`src/rtl/regfile_writeback_pkg.sv`:
```
// regfile_writeback_pkg: shared widths, defaults and buffer entry type for the writeback slice
package regfile_writeback_pkg;
  localparam int AW = 6;
  localparam int DW = 32;
  localparam int NREG = 32;
  localparam int TW = 5;
  localparam int LQ_DEPTH_DEF = 4;
  typedef struct packed {
    logic [TW-1:0] addr;
    logic [DW-1:0] data;
  } wb_entry_t;
endpackage

```
`src/rtl/regfile_writeback_if.sv`:
```
// regfile_writeback_if: ALU/load/memory/decode/regfile signals; master = requesters, slave = writeback owner; REGFILE_WB_BYPASS_EN adds forwarding outputs
interface regfile_writeback_if;
  import regfile_writeback_pkg::*;
  logic alu_valid, alu_ready;
  logic [AW-1:0] alu_addr;
  logic [DW-1:0] alu_data;
  logic ld_issue, ld_ready;
  logic [AW-1:0] ld_issue_addr;
  logic mem_valid;
  logic [DW-1:0] mem_data;
  logic [AW-1:0] rs1_addr, rs2_addr;
  logic rs1_busy, rs2_busy;
  logic write_reg;
  logic [AW-1:0] dstreg_addr;
  logic [DW-1:0] dstreg_data;
  logic ld_err;
`ifdef REGFILE_WB_BYPASS_EN
  logic rs1_fwd, rs2_fwd;
  logic [DW-1:0] fwd_data;
`endif
  modport master (
    output alu_valid, alu_addr, alu_data, ld_issue, ld_issue_addr, mem_valid, mem_data, rs1_addr, rs2_addr,
`ifdef REGFILE_WB_BYPASS_EN
    input rs1_fwd, rs2_fwd, fwd_data,
`endif
    input alu_ready, ld_ready, rs1_busy, rs2_busy, write_reg, dstreg_addr, dstreg_data, ld_err
  );
  modport slave (
    input alu_valid, alu_addr, alu_data, ld_issue, ld_issue_addr, mem_valid, mem_data, rs1_addr, rs2_addr,
`ifdef REGFILE_WB_BYPASS_EN
    output rs1_fwd, rs2_fwd, fwd_data,
`endif
    output alu_ready, ld_ready, rs1_busy, rs2_busy, write_reg, dstreg_addr, dstreg_data, ld_err
  );
endinterface

```
`src/rtl/regfile_writeback_tag_fifo.sv`:
```
// wb_tag_fifo: sync FIFO of 5-bit load tags; ports clk, rst, push_i/din_i, pop_i/dout_o, full_o, empty_o
module wb_tag_fifo
  import regfile_writeback_pkg::*;
#(
  parameter int DEPTH = LQ_DEPTH_DEF
) (
  input  logic          clk,
  input  logic          rst,
  input  logic          push_i,
  input  logic          pop_i,
  input  logic [TW-1:0] din_i,
  output logic [TW-1:0] dout_o,
  output logic          full_o,
  output logic          empty_o
);
  localparam int PW = $clog2(DEPTH);
  logic [PW:0] wr_q, rd_q;
  logic [TW-1:0] mem_q [DEPTH];
  assign empty_o = wr_q == rd_q;
  assign full_o = (wr_q[PW] != rd_q[PW]) && (wr_q[PW-1:0] == rd_q[PW-1:0]);
  assign dout_o = mem_q[rd_q[PW-1:0]];
  always_ff @(posedge clk) begin
    if (rst) begin
      wr_q <= '0;
      rd_q <= '0;
    end else begin
      if (push_i) wr_q <= wr_q + 1'b1;
      if (pop_i) rd_q <= rd_q + 1'b1;
    end
  end
  always_ff @(posedge clk) if (push_i) mem_q[wr_q[PW-1:0]] <= din_i;
endmodule

```
`src/rtl/regfile_writeback.sv`:
```
// regfile_writeback: merges ALU results and in-order load returns into one registered regfile write stream with a pending-load scoreboard; ports clk, rst, wb (slave); REGFILE_WB_BYPASS_EN adds rs1_fwd/rs2_fwd/fwd_data
module regfile_writeback
  import regfile_writeback_pkg::*;
#(
  parameter int LQ_DEPTH = LQ_DEPTH_DEF,
  parameter int ALU_BUF = 2
) (
  input logic clk,
  input logic rst,
  regfile_writeback_if.slave wb
);
  logic [NREG-1:0] busy_q, busy_d;
  wb_entry_t buf_q [2];
  logic [1:0] cnt_q, cnt_d, pos;
  logic write_q, write_d, err_q, err_d;
  logic [AW-1:0] addr_q, addr_d;
  logic [DW-1:0] data_q, data_d;
  logic tag_full, tag_empty, tag_pop, ld_acc, alu_acc, buf_pop, buf_push, take;
  logic [TW-1:0] tag_head;
  wb_entry_t alu_in, sel;
  logic unused_ok;
  assign unused_ok = ^{wb.alu_addr[5], wb.ld_issue_addr[5], wb.rs1_addr[5], wb.rs2_addr[5]};
  wb_tag_fifo #(.DEPTH(LQ_DEPTH)) u_tags (
    .clk(clk),
    .rst(rst),
    .push_i(ld_acc),
    .pop_i(tag_pop),
    .din_i(wb.ld_issue_addr[4:0]),
    .dout_o(tag_head),
    .full_o(tag_full),
    .empty_o(tag_empty)
  );
  assign wb.alu_ready = (cnt_q != 2'(ALU_BUF)) && !busy_q[wb.alu_addr[4:0]];
  assign wb.ld_ready = !tag_full && !busy_q[wb.ld_issue_addr[4:0]];
  assign wb.rs1_busy = busy_q[wb.rs1_addr[4:0]];
  assign wb.rs2_busy = busy_q[wb.rs2_addr[4:0]];
  assign wb.write_reg = write_q;
  assign wb.dstreg_addr = addr_q;
  assign wb.dstreg_data = data_q;
  assign wb.ld_err = err_q;
`ifdef REGFILE_WB_BYPASS_EN
  assign wb.rs1_fwd = write_q && addr_q == wb.rs1_addr && wb.rs1_addr != '0;
  assign wb.rs2_fwd = write_q && addr_q == wb.rs2_addr && wb.rs2_addr != '0;
  assign wb.fwd_data = data_q;
`endif
  // Memory returns cannot stall, so they always take the write port; the ALU
  // path only bypasses the buffer when nothing older is waiting.
  always_comb begin
    alu_acc = wb.alu_valid && wb.alu_ready;
    ld_acc = wb.ld_issue && wb.ld_ready;
    tag_pop = wb.mem_valid && !tag_empty;
    buf_pop = !wb.mem_valid && cnt_q != 2'd0;
    buf_push = alu_acc && (wb.mem_valid || cnt_q != 2'd0);
    take = tag_pop || buf_pop || (alu_acc && !buf_push);
    alu_in = wb_entry_t'{wb.alu_addr[4:0], wb.alu_data};
    sel = tag_pop ? wb_entry_t'{tag_head, wb.mem_data} : buf_pop ? buf_q[0] : alu_in;
    write_d = take && sel.addr != '0;
    addr_d = take ? {1'b0, sel.addr} : addr_q;
    data_d = take ? sel.data : data_q;
    err_d = err_q || (wb.mem_valid && tag_empty);
    cnt_d = cnt_q + {1'b0, buf_push} - {1'b0, buf_pop};
    pos = cnt_q - {1'b0, buf_pop};
    busy_d = (busy_q & ~(tag_pop ? NREG'(1) << tag_head : '0))
           | (ld_acc && wb.ld_issue_addr[4:0] != '0 ? NREG'(1) << wb.ld_issue_addr[4:0] : '0);
  end
  always_ff @(posedge clk) begin
    if (rst) begin
      busy_q <= '0;
      cnt_q <= '0;
      write_q <= 1'b0;
      addr_q <= '0;
      data_q <= '0;
      err_q <= 1'b0;
    end else begin
      busy_q <= busy_d;
      cnt_q <= cnt_d;
      write_q <= write_d;
      addr_q <= addr_d;
      data_q <= data_d;
      err_q <= err_d;
    end
  end
  // Shift-register FIFO: head is always slot 0; a push lands behind whatever survives the pop.
  always_ff @(posedge clk) begin
    if (buf_pop) buf_q[0] <= buf_q[1];
    if (buf_push) buf_q[pos[0]] <= alu_in;
  end
endmodule

```
`src/flat_wrapper.sv`:
```
// flat-port wrapper written by rule: the top's interface ports become plain ports
module regfile_writeback_flat import regfile_writeback_pkg::*;
#(
  parameter int LQ_DEPTH = LQ_DEPTH_DEF,
  parameter int ALU_BUF = 2
)
  (clk, rst, wb_alu_valid, wb_alu_addr, wb_alu_data, wb_ld_issue, wb_ld_issue_addr, wb_mem_valid, wb_mem_data, wb_rs1_addr, wb_rs2_addr, wb_alu_ready, wb_ld_ready, wb_rs1_busy, wb_rs2_busy, wb_write_reg, wb_dstreg_addr, wb_dstreg_data, wb_ld_err);
  regfile_writeback_if wb_i ();
  input logic clk;
  input logic rst;
  input wire logic [$bits(wb_i.alu_valid)-1:0] wb_alu_valid;
  input wire logic [$bits(wb_i.alu_addr)-1:0] wb_alu_addr;
  input wire logic [$bits(wb_i.alu_data)-1:0] wb_alu_data;
  input wire logic [$bits(wb_i.ld_issue)-1:0] wb_ld_issue;
  input wire logic [$bits(wb_i.ld_issue_addr)-1:0] wb_ld_issue_addr;
  input wire logic [$bits(wb_i.mem_valid)-1:0] wb_mem_valid;
  input wire logic [$bits(wb_i.mem_data)-1:0] wb_mem_data;
  input wire logic [$bits(wb_i.rs1_addr)-1:0] wb_rs1_addr;
  input wire logic [$bits(wb_i.rs2_addr)-1:0] wb_rs2_addr;
  output wire logic [$bits(wb_i.alu_ready)-1:0] wb_alu_ready;
  output wire logic [$bits(wb_i.ld_ready)-1:0] wb_ld_ready;
  output wire logic [$bits(wb_i.rs1_busy)-1:0] wb_rs1_busy;
  output wire logic [$bits(wb_i.rs2_busy)-1:0] wb_rs2_busy;
  output wire logic [$bits(wb_i.write_reg)-1:0] wb_write_reg;
  output wire logic [$bits(wb_i.dstreg_addr)-1:0] wb_dstreg_addr;
  output wire logic [$bits(wb_i.dstreg_data)-1:0] wb_dstreg_data;
  output wire logic [$bits(wb_i.ld_err)-1:0] wb_ld_err;
  assign wb_i.alu_valid = wb_alu_valid;
  assign wb_i.alu_addr = wb_alu_addr;
  assign wb_i.alu_data = wb_alu_data;
  assign wb_i.ld_issue = wb_ld_issue;
  assign wb_i.ld_issue_addr = wb_ld_issue_addr;
  assign wb_i.mem_valid = wb_mem_valid;
  assign wb_i.mem_data = wb_mem_data;
  assign wb_i.rs1_addr = wb_rs1_addr;
  assign wb_i.rs2_addr = wb_rs2_addr;
  assign wb_alu_ready = wb_i.alu_ready;
  assign wb_ld_ready = wb_i.ld_ready;
  assign wb_rs1_busy = wb_i.rs1_busy;
  assign wb_rs2_busy = wb_i.rs2_busy;
  assign wb_write_reg = wb_i.write_reg;
  assign wb_dstreg_addr = wb_i.dstreg_addr;
  assign wb_dstreg_data = wb_i.dstreg_data;
  assign wb_ld_err = wb_i.ld_err;
  regfile_writeback #(.LQ_DEPTH(LQ_DEPTH), .ALU_BUF(ALU_BUF)) u_core (.clk(clk), .rst(rst), .wb(wb_i));
endmodule
```
`config.mk`:
```
export PLATFORM = sky130hd
export DESIGN_NAME = regfile_writeback_flat
export DESIGN_NICKNAME = d
export VERILOG_FILES = /design/src/rtl/regfile_writeback_pkg.sv /design/src/rtl/regfile_writeback_if.sv /design/src/rtl/regfile_writeback_tag_fifo.sv /design/src/rtl/regfile_writeback.sv /design/src/flat_wrapper.sv
export SDC_FILE = /design/constraint.sdc
export NUM_CORES = 1
export LEC_CHECK = 0
export ABC_CLOCK_PERIOD_IN_PS = 8010
export CAP_MARGIN = 20
export CORE_MARGIN = 4
export CORE_UTILIZATION = 35
export CTS_CLUSTER_DIAMETER = 150
export DETAILED_ROUTE_END_ITERATION = 10
export PLACE_DENSITY = 0.61
export SLEW_MARGIN = 40
export SYNTH_ARGS = -nofsm -noshare
export SYNTH_HDL_FRONTEND = slang
export SYNTH_SLANG_ARGS = --single-unit
export TNS_END_PERCENT = 50
```
`constraint.sdc`:
```
create_clock -name clk -period 8.01 [get_ports clk]
set_input_delay 2.403 -clock clk [delete_from_list [all_inputs] [get_ports clk]]
set_output_delay 2.403 -clock clk [all_outputs]
set_load 0.01 [all_outputs]
```
==> results.md <==
* Die area at 27700 sq um
* Net Count, Synth at 879
* Layout net count at 992
* Layout Cells excl Fill at 1228
* Reg clk slew, reported paths at 0.07 ns
* Vias in the first global route at 6429
* Synth top area cells: edfxtp_1 32%, dfxtp_1 18%, mux4_2 7.7%
* Lkg Pwr at 3.960 nW
* # setup viols final at 0
* Clock Latency Late Sink at 0.43 ns
* Via-to-Cell Ratio at 5.200
* MaxCap Viol Count at 0
* Fillers at 2337
* Internal Power at 2.029 mW
* Core Area at 24530 sq um
* Std-Cell Rows at 57
* First-pass GRT wire length at 36800 microns
* Most frequent cells after synthesis: 94 x edfxtp_1, 84 x nand2_1, 81 x dfxtp_1
* I/O Buffers at 131
* Setup ws final at 0.5138 ns
* Initial antenna violation count at 0
* Synth top area share at 32.13%
* Post-CTS Setup Inserts at 0
* Gpl congestion at 0.8721
* Crit Path Max Fanout at 10
* CTS resizes at 0
* Avg Inst Size Synth at 11.29 sq um
* Worst Path Buf+Inv at 3
* Relative slew slack at 48.85%
* Net Sw Frac at 32.24%
* All-Layer GR Usage at 16.71%
* Sw Pwr at 965.5 uW
* Layout area overhead at 25.98%
* CP startpoint kind: primary input
* Critical path endpoint category: output port
* Largest net degree at the start of global routing at 97
* Fin crit share at 93.59%
* Die Wd at 166.4 microns
* Flop pwr share at 41.5%
* FF/Latch Area at 4444 sq um
* Setup TNS at 0 ns
* Critical Path AT at 5.09 ns
* Most frequent CP cell: clkdlybuf4s50_1
* Status: finished clean
* Area of the multi-input gates at 4123 sq um
* Num CTS Buffers at 17
* Inst Count DP at 1196
* Clock Tree Buf Depth at 2
* Wire per inst at 18.98 microns
* Crit path time final at 7.496 ns
* CP delay by family, top: buffers and inverters
* H-tree depth at 4
* Placed Area at 10470 sq um
* Highest clock rate at 133.4 MHz
* Number of nets with antenna violations after routing at 0
* Clock Power Share at 28.1%
* Initial Utilization at 35.81%
* Cell area after layout at 11070 sq um
* CTS tree: built
* Slew @ Worst Pin at 0.7646 ns
* DR pass1 iterations at 5
* Syn Inst Count at 778
* Ys flop type: edfxtp_1
* Ant. Diodes at 0
* Biggest cell delay along the critical path at 0.73 ns
* Core Util, Final at 45.11%
* Hold slack final at 0.4477 ns
* Sequence of cells on the critical path: clkdlybuf4s50_1 > buf_4 > mux4_2 > nor2b_1 > a211o_1 > a211oi_1 > clkdlybuf4s50_1
* Hold_buf cts at 0
* Final hold vios at 0
* Worst Path Required at 5.61 ns
* RSZ-0062 raised after global routing: no
* CP Class: primary input to output port
* Top-count cell post-synth: edfxtp_1
* Reg with most FFs: u_core.buf_q
* Final Skew at 0.009776 ns
* Vias at 6386
* Detail Placement HPWL at 15580 microns
* Pre-CTS setup slack at 0.5116 ns
* Mapped cell area at 8786 sq um
* Total power at 2.995 mW
* Asr flop ratio synth at 0%
* Final Max Slew Viols at 0
* Ports at 137
* Yosys top cell by area: edfxtp_1
* Tightest Hold Check Type: flop to flop
* Post-synth EDFFs at 94
* DRC at 0
* P per Cell Area at 270.6 nW/um^2
* Largest register FFs at 74
* Worst path slowest cell: clkdlybuf4s50_1
* Post-synthesis cell type count at 48
* Seq/Total Area, Yosys at 50.58%
* Clock Sinks at 175
* Synth Register Bits at 175
* Combinational power share at 30.4%
* Gr ovfl total at 0
* Die Y at 166.4 microns
* Drt total wl at 23310 microns
* Ys Warns at 0
* Layout cell share with drive strength beyond 1 at 15.04%
* Worst VDD drop at 0.1582 mV
* Drt first-iter violations at 363
* Root Buffer Master: clkbuf_16
==> area by class of cell <==
type | instances | share of cell area (%)
inverters | 15 | 0.5087
clock inverters | 15 | 1.537
well taps | 324 | 3.663
multi-input cells | 534 | 37.25
clock buffers | 17 | 3.844
repair buffers | 148 | 13.05
flip-flops and latches | 175 | 40.15
==> final timing paths <==
path              slack [ns]  depth (start not counted)               end                start
setup / recovery        0.51                          7       wb_ld_ready  wb_ld_issue_addr[0]
hold / removal          0.45                          2  u_core.wb.ld_err     u_core.wb.ld_err
setup reg to reg        5.09                          7  u_core.busy_q[1]    u_core.busy_q[31]
hold reg to reg         0.45                          2  u_core.wb.ld_err     u_core.wb.ld_err
==> power by group through the flow <==
stage               combinational [mW]  sequential (mW)  clock (mW)
floorplan                        0.500             1.28           0
global placement                 0.922             1.26           0
detailed placement               0.927             1.26           0
CTS                              0.931             1.24       0.862
global route                     0.998             1.26       0.897
finish                           0.911             1.24       0.842
==> worst min-delay path, stage by stage, from the launching register on <==
cell and delay (ns):
dfxtp_1 0.31, inv_1 0.04, a21oi_1 0.05
==> routing by layer <==
| metal | vias to the layer above | routed length [microns] | part of all wire, % | GRT usage (%) |
|---|---|---|---|---|
| li1 | 3076 | - | - | - |
| met1 | 3146 | 11010 | 47 | 23.37 |
| met2 | 153 | 11010 | 47 | 26.93 |
| met3 | 11 | 1108 | 4.8 | 3.247 |
| met4 | 0 | 177 | 0.76 | 4.127 |
| met5 | - | 0 | 0 | 0 |
==> layout by cell type, fill, tap and decap left out, types with 7 or more instances in the layout <==
cell type        instances
buf_4                   16
clkbuf_16               17
nand2_1                 84
clkdlybuf4s50_1        130
mux2i_1                 58
ha_1                     8
nand3_1                 13
edfxtp_1                94
mux2_2                  45
dfxtp_1                 81
nor2b_1                 39
inv_1                   14
mux4_2                  30
a311o_1                 32
inv_8                    7
o21ai_0                 40
nand2b_1                46
nor2_1                  52
o21ai_1                 25
==> kinds of logic after synthesis <==
family | Yosys count | synth area share [%]
XOR/XNOR | 8 | 0.7975
AO/OA/AOI/OAI | 124 | 9.656
adder cells (fa/ha/maj) | 8 | 1.139
multiplexers | 133 | 20.07
buffers and inverters | 69 | 3.133
other | 1 | 0.04268
AND/OR/NAND/NOR | 260 | 14.58
flip-flops | 175 | 50.58
Note: power is estimated with default switching activity, not from simulation.
